--- config.mk ---
export PLATFORM = sky130hd
export DESIGN_NAME = pin_owner_arbiter
export DESIGN_NICKNAME = d
export VERILOG_FILES = /design/src/rtl/pin_owner_arbiter_pkg.sv /design/src/rtl/pin_owner_arbiter_rr_pick.sv /design/src/rtl/pin_owner_arbiter.sv
export SDC_FILE = /design/constraint.sdc
export NUM_CORES = 1
export LEC_CHECK = 0
export CAP_MARGIN = 5
export CORE_UTILIZATION = 32
export CTS_CLUSTER_DIAMETER = 30
export DETAILED_ROUTE_END_ITERATION = 8
export PLACE_DENSITY = 0.77
export RECOVER_POWER = 50
export SETUP_SLACK_MARGIN = 0.2
export SYNTH_ARGS = -nofsm -noshare
export SYNTH_HDL_FRONTEND = slang
export SYNTH_SLANG_ARGS = --single-unit
export TNS_END_PERCENT = 10
--- constraint.sdc ---
create_clock -name clk -period 1.5 [get_ports clk]
set_clock_uncertainty 0.2 [all_clocks]
set_input_delay 0.3 -clock clk [delete_from_list [all_inputs] [get_ports clk]]
set_output_delay 0.3 -clock clk [all_outputs]
set_load 0.005 [all_outputs]
--- src/rtl/pin_owner_arbiter_pkg.sv ---
// Shared types and defaults for the shield-pin ownership arbiter.
package pin_owner_arbiter_pkg;
  localparam int unsigned DEF_NUM_PINS = 20;
  localparam int unsigned DEF_NUM_REQ  = 3;
  localparam int unsigned TURN_CYC_MIN = 1;
  localparam int unsigned TURN_CYC_MAX = 15;
  localparam int unsigned OWNER_W      = 2;
  localparam int unsigned CNT_W        = 4;

  typedef enum logic [1:0] {
    ST_IDLE,
    ST_SETTLE,
    ST_OWN,
    ST_DRAIN
  } state_e;
endpackage

--- src/rtl/pin_owner_arbiter_rr_pick.sv ---
// Combinational round-robin pick: first requester at or after rr_ptr, wrapping.
module rr_pick
  import pin_owner_arbiter_pkg::*;
#(
  parameter int unsigned NUM_REQ = DEF_NUM_REQ
) (
  input  logic [NUM_REQ-1:0] req,
  input  logic [OWNER_W-1:0] rr_ptr,
  output logic [OWNER_W-1:0] winner,
  output logic               valid
);
  logic               hi_v;
  logic [OWNER_W-1:0] hi_idx;
  logic [OWNER_W-1:0] lo_idx;

  // hi_* finds the first request at/after the pointer; lo_* is the wrapped fallback.
  always_comb begin
    hi_v   = 1'b0;
    hi_idx = '0;
    lo_idx = '0;
    valid  = 1'b0;
    for (int unsigned i = 0; i < NUM_REQ; i++) begin
      if (req[i]) begin
        if (!hi_v && (i >= 32'(rr_ptr))) begin
          hi_v   = 1'b1;
          hi_idx = OWNER_W'(i);
        end
        if (!valid) begin
          valid  = 1'b1;
          lo_idx = OWNER_W'(i);
        end
      end
    end
    winner = hi_v ? hi_idx : lo_idx;
  end
endmodule

--- src/rtl/pin_owner_arbiter.sv ---
// Hands the shared shield pin bus to one generator at a time, with all-tristate
// turnaround windows on every ownership change.
module pin_owner_arbiter
  import pin_owner_arbiter_pkg::*;
#(
  parameter int unsigned NUM_PINS = DEF_NUM_PINS,
  parameter int unsigned NUM_REQ  = DEF_NUM_REQ,
  parameter int unsigned TURN_CYC = 2
) (
  input  logic                         clk,
  input  logic                         reset,
  input  logic [NUM_REQ-1:0]           req,
  output logic [NUM_REQ-1:0]           gnt,
  output logic [OWNER_W-1:0]           owner_id,
  output logic                         busy,
  input  logic [NUM_REQ*NUM_PINS-1:0]  gen_data_o,
  input  logic [NUM_REQ*NUM_PINS-1:0]  gen_tri_o,
  output logic [NUM_PINS-1:0]          pin_data_o,
  output logic [NUM_PINS-1:0]          pin_tri_o,
  input  logic [NUM_PINS-1:0]          pin_data_i,
  output logic [NUM_PINS-1:0]          gen_data_i
);
  localparam int unsigned TC_EFF = (TURN_CYC < TURN_CYC_MIN) ? TURN_CYC_MIN :
                                   (TURN_CYC > TURN_CYC_MAX) ? TURN_CYC_MAX : TURN_CYC;
  localparam logic [CNT_W-1:0] CNT_LOAD = CNT_W'(TC_EFF - 1);

  state_e              state_q, state_d;
  logic [CNT_W-1:0]    cnt_q, cnt_d;
  logic [OWNER_W-1:0]  owner_q, owner_d;
  logic [OWNER_W-1:0]  ptr_q, ptr_d;
  logic [NUM_REQ-1:0]  gnt_q, gnt_d;
  logic [NUM_PINS-1:0] pin_data_q, pin_tri_q, gen_data_q;
  logic [NUM_PINS-1:0] sel_data, sel_tri;
  logic [OWNER_W-1:0]  pick_idx;
  logic                pick_valid;
  logic                owner_req;

  rr_pick #(.NUM_REQ(NUM_REQ)) u_rr_pick (
    .req    (req),
    .rr_ptr (ptr_q),
    .winner (pick_idx),
    .valid  (pick_valid)
  );

  always_comb begin
    owner_req = 1'b0;
    sel_data  = '0;
    sel_tri   = '1;
    for (int unsigned i = 0; i < NUM_REQ; i++) begin
      if (owner_q == OWNER_W'(i)) begin
        owner_req = req[i];
        sel_data  = gen_data_o[i*NUM_PINS +: NUM_PINS];
        sel_tri   = gen_tri_o[i*NUM_PINS +: NUM_PINS];
      end
    end
  end

  always_comb begin
    state_d = state_q;
    cnt_d   = cnt_q;
    owner_d = owner_q;
    ptr_d   = ptr_q;
    gnt_d   = '0;
    unique case (state_q)
      ST_IDLE: begin
        if (pick_valid) begin
          state_d = ST_SETTLE;
          owner_d = pick_idx;
          cnt_d   = CNT_LOAD;
        end
      end
      ST_SETTLE: begin
        // A withdrawn request aborts the handoff even on the last settle cycle.
        if (!owner_req) begin
          state_d = ST_IDLE;
          owner_d = '0;
          cnt_d   = '0;
        end else if (cnt_q == '0) begin
          state_d = ST_OWN;
          ptr_d   = (32'(owner_q) == NUM_REQ - 1) ? '0 : owner_q + 1'b1;
        end else begin
          cnt_d = cnt_q - 1'b1;
        end
      end
      ST_OWN: begin
        if (!owner_req) begin
          state_d = ST_DRAIN;
          cnt_d   = CNT_LOAD;
        end
      end
      ST_DRAIN: begin
        if (cnt_q == '0) begin
          state_d = ST_IDLE;
          owner_d = '0;
        end else begin
          cnt_d = cnt_q - 1'b1;
        end
      end
      default: state_d = ST_IDLE;
    endcase
    if (state_d == ST_OWN) begin
      for (int unsigned i = 0; i < NUM_REQ; i++) begin
        gnt_d[i] = (owner_d == OWNER_W'(i));
      end
    end
  end

  always_ff @(posedge clk) begin
    if (reset) begin
      state_q    <= ST_IDLE;
      cnt_q      <= '0;
      owner_q    <= '0;
      ptr_q      <= '0;
      gnt_q      <= '0;
      pin_data_q <= '0;
      pin_tri_q  <= '1;
      gen_data_q <= '0;
    end else begin
      state_q    <= state_d;
      cnt_q      <= cnt_d;
      owner_q    <= owner_d;
      ptr_q      <= ptr_d;
      gnt_q      <= gnt_d;
      gen_data_q <= pin_data_i;
      // Pins are driven only while ownership continues, so the cycle entering DRAIN is already tristate.
      if ((state_q == ST_OWN) && (state_d == ST_OWN)) begin
        pin_data_q <= sel_data;
        pin_tri_q  <= sel_tri;
      end else begin
        pin_data_q <= '0;
        pin_tri_q  <= '1;
      end
    end
  end

  assign gnt        = gnt_q;
  assign owner_id   = owner_q;
  assign busy       = (state_q != ST_IDLE);
  assign pin_data_o = pin_data_q;
  assign pin_tri_o  = pin_tri_q;
  assign gen_data_i = gen_data_q;
endmodule

After elaboration in Yosys (flattened, before gate mapping)

Cells that the tools add are included.

$lt $le $gt $ge: 3
Reductions and logical operators: 14
Muxes and demuxes: 43
Eq/ne operators: 10
Bitwise gates (word level): 2
$add $sub $neg: 2

Operators by type and width:

| cell                                                                                | count |
|---|---|
| 20-bit two-way mux                                                                  | 6 |
| 2-bit two-way mux                                                                   | 16 |
| 4-bit two-way mux                                                                   | 4 |
| 4-bit one-hot mux with 4 select lines                                               | 1 |
| 1-bit two-way mux                                                                   | 14 |
| 2-bit equality test (second input constant)                                         | 5 |
| 2-bit one-hot mux with 4 select lines                                               | 1 |
| 2-bit by 1-bit equality test with 1-bit output (second input constant)              | 3 |
| 2-bit zero test                                                                     | 3 |
| 2-bit one-hot mux with 3 select lines                                               | 1 |
| 1-bit by 2-bit greater-or-equal comparator with 1-bit output (first input constant) | 2 |
| 4-bit zero test                                                                     | 1 |
| 2-bit inequality test (second input constant)                                       | 2 |
| 2-bit OR reduction                                                                  | 2 |
| 4-bit by 1-bit subtractor with 4-bit output (second input constant)                 | 1 |
| 1-bit logical AND                                                                   | 3 |
| 3-bit AND reduction                                                                 | 1 |
| 2-bit by 1-bit adder with 2-bit output (second input constant)                      | 1 |
| 2-bit greater-or-equal comparator (first input constant)                            | 1 |
| 1-bit zero test                                                                     | 2 |
| 1-bit NOT                                                                           | 2 |
| 2-bit AND reduction                                                                 | 1 |
| 2-bit nonzero test                                                                  | 1 |

Logic and storage cells: 82
Register bits: 73
Input port bits: 145

Logic depth before layout (Yosys ltp)

Depth in word-level cells: 15
Depth in mapped cells: 7
Gate-level depth less buffers: 7

Modules after synthesis

From an unflattened synthesis, not the netlist that was laid out.

Cells, all modules: 334
Area total of the unflattened synthesis: 3064.2 um2

Modules (own cells, without submodules):

| module            | times used | cells an instance | sequential area each (um2) | area an instance (um2) |
|---|---|---|---|---|
| pin_owner_arbiter | 1          | 326               | 1461.4                     | 3006.6 |
| rr_pick           | 1          | 8                 | 0.0                        | 57.6 |

Least setup slack after synthesis

OpenSTA, ideal clock, no wires.

Path kind: register to register
From: reg owner_q[0], in the netlist owner_id[0]
To: reg pin_tri_q[16], in the netlist pin_tri_o[16]
Setup slack: -0.188 ns
Required time: 1.181 ns
Stages on the path, launching flop included: 6
Arrival time: 1.369 ns
Cell sequence: dfxtp_1 > buf_2 > buf_2 > mux2_2 > o22ai_1 > nand2_1

Word-level cells in the longest chain between the ends: 10
Elaborated cells on any way between the ends: 16
Those cells by class: eq/ne: 3; mux: 9; bitwise: 1; reduce/logical: 3

Ends and longest elaborated chain:

| what                                        | RTL line                                         | RTL |
|---|---|---|
| start, declared                             | pin_owner_arbiter.sv:29                          | `logic [OWNER_W-1:0] owner_q, owner_d;` |
| start signal, assigned                      | pin_owner_arbiter.sv:121                         | `owner_q <= owner_d;` |
| 2-bit zero test                             | pin_owner_arbiter.sv:50                          | `if (owner_q == OWNER_W'(i)) begin` |
| 1-bit two-way mux (3 in series)             | pin_owner_arbiter.sv:50                          |  |
| 2-bit two-way mux, on equally long branches | pin_owner_arbiter.sv:86, pin_owner_arbiter.sv:74 |  |
| 2-bit one-hot mux with 4 select lines       | pin_owner_arbiter.sv:64                          | `unique case (state_q)` |
| 2-bit equality test                         | pin_owner_arbiter.sv:126                         | `if ((state_q == ST_OWN) && (state_d == ST_OWN)) begin` |
| 1-bit logical AND                           | pin_owner_arbiter.sv:126                         |  |
| 1-bit NOT (no source line)                  | -                                                |  |
| 2-bit OR reduction (no source line)         | -                                                |  |
| end signal, assigned                        | pin_owner_arbiter.sv:128                         | `pin_tri_q <= sel_tri;` |
| end, declared                               | pin_owner_arbiter.sv:32                          | `logic [NUM_PINS-1:0] pin_data_q, pin_tri_q, gen_data_q;` |

Several ways; a longest one is shown, not always the timed one.
A chain may end at the register's enable or synchronous reset.

Final worst setup path

From: reg state_q[1]
To: reg pin_tri_q[9], in the netlist pin_tri_o[9]

Word-level cells in the longest chain between the ends: 7
Elaborated cells on any way between the ends: 14
Those cells by class: eq/ne: 4; mux: 6; bitwise: 1; reduce/logical: 3

Ends and longest elaborated chain:

| what                                  | RTL line                 | RTL |
|---|---|---|
| start, declared                       | pin_owner_arbiter.sv:27  | `state_e state_q, state_d;` |
| start signal, assigned                | pin_owner_arbiter.sv:119 | `state_q <= state_d;` |
| 2-bit two-way mux                     | pin_owner_arbiter.sv:78  | `end else if (cnt_q == '0) begin` |
| 2-bit two-way mux                     | pin_owner_arbiter.sv:74  | `if (!owner_req) begin` |
| 2-bit one-hot mux with 4 select lines | pin_owner_arbiter.sv:64  |  |
| 2-bit equality test                   | pin_owner_arbiter.sv:126 |  |
| 1-bit logical AND *                   | pin_owner_arbiter.sv:126 |  |
| 1-bit NOT (no source line) *          | -                        |  |
| 2-bit OR reduction (no source line) * | -                        |  |

Every way passes the cells marked *; elsewhere a longest branch is shown, timed or not.

==> impl_metrics.json <==
{
  "status": "complete, but fails checks",
  "violations": "negative setup slack",
  "grt_pass1_vias": 3211,
  "power_density_mw_per_mm2": 967,
  "drv_cap": 0,
  "synth_seq_cells": 73,
  "cp-end-kind": "register",
  "grt_start_max_net_pins": 25,
  "finalCritPeriodShare_pct": 113,
  "synth_cells": 333,
  "synth_area_mm2": 0.00302,
  "synth.avg_cell_area_um2": 9.08,
  "worst_slack_ns": -0.191,
  "worst_ir_drop_vdd_mv": 0.788,
  "final.setup.tns_ns": -7.42,
  "finalPower_mw": 5.49,
  "hold_start": "ptr_q[0]",
  "cts_tree": "done",
  "cellLeakagePower_nw": 2.24,
  "coreArea_mm2": 0.00920,
  "cts_hold_buffers": 0,
  "clockRootBuffer": "clkbuf_8",
  "critPathMaxStageDelay_ns": 0.34,
  "hold_path.class": "register to register",
  "clk_pin_slew_worst_paths_ns": 0.07,
  "worst-setup-path-type": "register to register",
  "htreeDepth": 3,
  "ys_seq_area_share_pct": 48.3,
  "track_usage_pct": 20.1,
  "placement.io_buffers": 210,
  "async_flop_share_pct": 0,
  "final_cell_mix": "clkdlybuf4s50_1, dfxtp_1, nor2_1, buf_2, buf_4",
  "gr-total-overflow": 0,
  "hpwlAfterDp_um": 7810,
  "rows": 35,
  "dp.cells": 668,
  "cp_data_arrival_time_ns": 1.72,
  "grt_setup_unrepaired": "yes",
  "insertion_delay_ns": 0.33,
  "diodes": 0,
  "drc": 0,
  "syn2layout_area_growth_pct": 87.7,
  "crit_start": "state_q[1]",
  "max_freq_mhz": 592,
  "slew_violations": 0,
  "antenna_found_initial": 0,
  "placed_area_mm2": 0.00552,
  "detail-route-antenna-nets": 0,
  "drive_gt1_share_pct": 30.4,
  "critPathSlowestCell": "dfxtp_2",
  "worstPathMaxFanout": 20,
  "cts_sinks": 73,
  "hold_viol": 0,
  "synth-edff-count": 0,
  "layoutNonFillerInstCount": 689,
  "final_area_mm2": 0.00568,
  "drt-pass1-iter-count": 6,
  "min_period_ns": 1.69,
  "max-slew-margin-rel_pct": 74.0,
  "cts_buffers": 9,
  "viasPerCell": 4.82,
  "grt_pass1_wl_um": 15500,
  "place_congestion": 0.905,
  "die_area_mm2": 0.00984,
  "nFillCells": 794,
  "io_pins": 211,
  "final_common_cell": "clkdlybuf4s50_1",
  "synth_top_flop_cell": "dfxtp_1",
  "yosysWarnings": 0,
  "die_h_um": 99.2,
  "start_util_pct": 32.9,
  "worstMarginPinSlew_ns": 0.390,
  "cts_buffer_depth": 2,
  "vias": 3318,
  "nets": 720,
  "crit_buf_inv": 3,
  "setup_violations": 53,
  "regToRegStartpoint": "state_q[1]",
  "cp.required_ns": 1.52,
  "routed_wl_um": 10200,
  "wl_per_cell_um": 14.9,
  "critPathMostFrequentCell": "buf_4",
  "synth_cell_types": 35,
  "path_delay_family": "simple AND/OR/NAND/NOR gates",
  "cp-start-kind": "register",
  "drt_iter0_drc": 69,
  "crit_chain": "buf_4, buf_4, nor2b_1, and2_4, buf_12, nand2_1",
  "die_w_um": 99.2,
  "synth_fp_nets": 479
}
metal layers:
layer  vias to the layer above  global-route usage (%)  routed length, um
li1                       1633                       -                  -
met1                      1531                    20.5               3830
met3                        12                    5.48                805
met5                         -                       0                  0
met4                         0                    7.47                141
met2                       142                    38.7               5470
flip-flops by register name, summed over array words and instances, names as in the netlist:
signal / cells
ptr_q: 2
gnt: 3
state_q: 2
pin_tri_o: 20
owner_id: 2
pin_data_o: 20
gen_data_i: 20
cnt_q: 4
cell usage after synthesis, drive strengths merged (2+ instances only):
cell type | count | area [um^2]
dfxtp | 73 | 1460
nor2 | 47 | 176
a21oi | 32 | 160
nand2 | 31 | 116
nor2b | 22 | 138
mux2i | 21 | 210
mux2 | 20 | 225
o22ai | 20 | 125
clkbuf | 12 | 45.0
buf | 10 | 48.8
o21ai | 6 | 41.3
inv | 5 | 18.8
nand2b | 5 | 31.3
nand4b | 4 | 35.0
nor3 | 4 | 20.0
a21boi | 2 | 15.0
a31oi | 2 | 12.5
or3 | 2 | 12.5
path summary, 6_finish.rpt:
path                            depth (start not counted)      endpoint  slack (ns)
worst max register to register                          6  pin_tri_o[9]       -0.19
worst min-delay path                                    2      ptr_q[0]        0.31
worst min register to register                          2      ptr_q[0]        0.31
worst max-delay path                                    6  pin_tri_o[9]       -0.19
where the power goes:
part           internal [mW]  switching (mW)
sequential              2.04          0.0503
combinational           1.03           0.752
clock                  0.928           0.686
total                   4.00            1.49
worst reg2reg max path: stages (launching register included):
cell and delay [ns]:
dfxtp_2 0.34, buf_4 0.12, buf_4 0.16, nor2b_1 0.34, and2_4 0.22, buf_12 0.14
nand2_1 0.06
what timing repair did:
item                                   in CTS  in global routing
pin swaps                                  15                  4
cloned                                      0                  0
buffers inserted                            4                  2
endpoints found under the hold margin       0                  0
setup endpoints to repair                 119                 99
resized for setup                         296                 19
area by class of cell:
cell class,count,area [um^2],area share [%]
clock buffer,10,128,2.25
tap,111,139,2.45
sequential,73,1480,26.1
timing repair buffer,252,2220,39.2
inverter,5,22.5,0.397
clock inverter,5,81.3,1.43
multi-input combinational,233,1600,28.2
logic make-up after synthesis:
logic type	share of synthesized area, %
flops	48.3
buf+inv	3.72
compound gates	14.4
fa+ha+maj	0.414
simple gates	18.8
mux	14.4
stage by stage:
step	hold slack, ns	util (%)	setup slack, ns
CTS	0.285	61.1	-0.170
detailed placement	0.289	60.0	-0.601
finish	0.307	61.7	-0.191
global route	0.286	61.7	-0.238
floorplan	0.228	-	-0.111
global placement	0.275	60.0	-0.551
(Power assumes the default switching activity.)
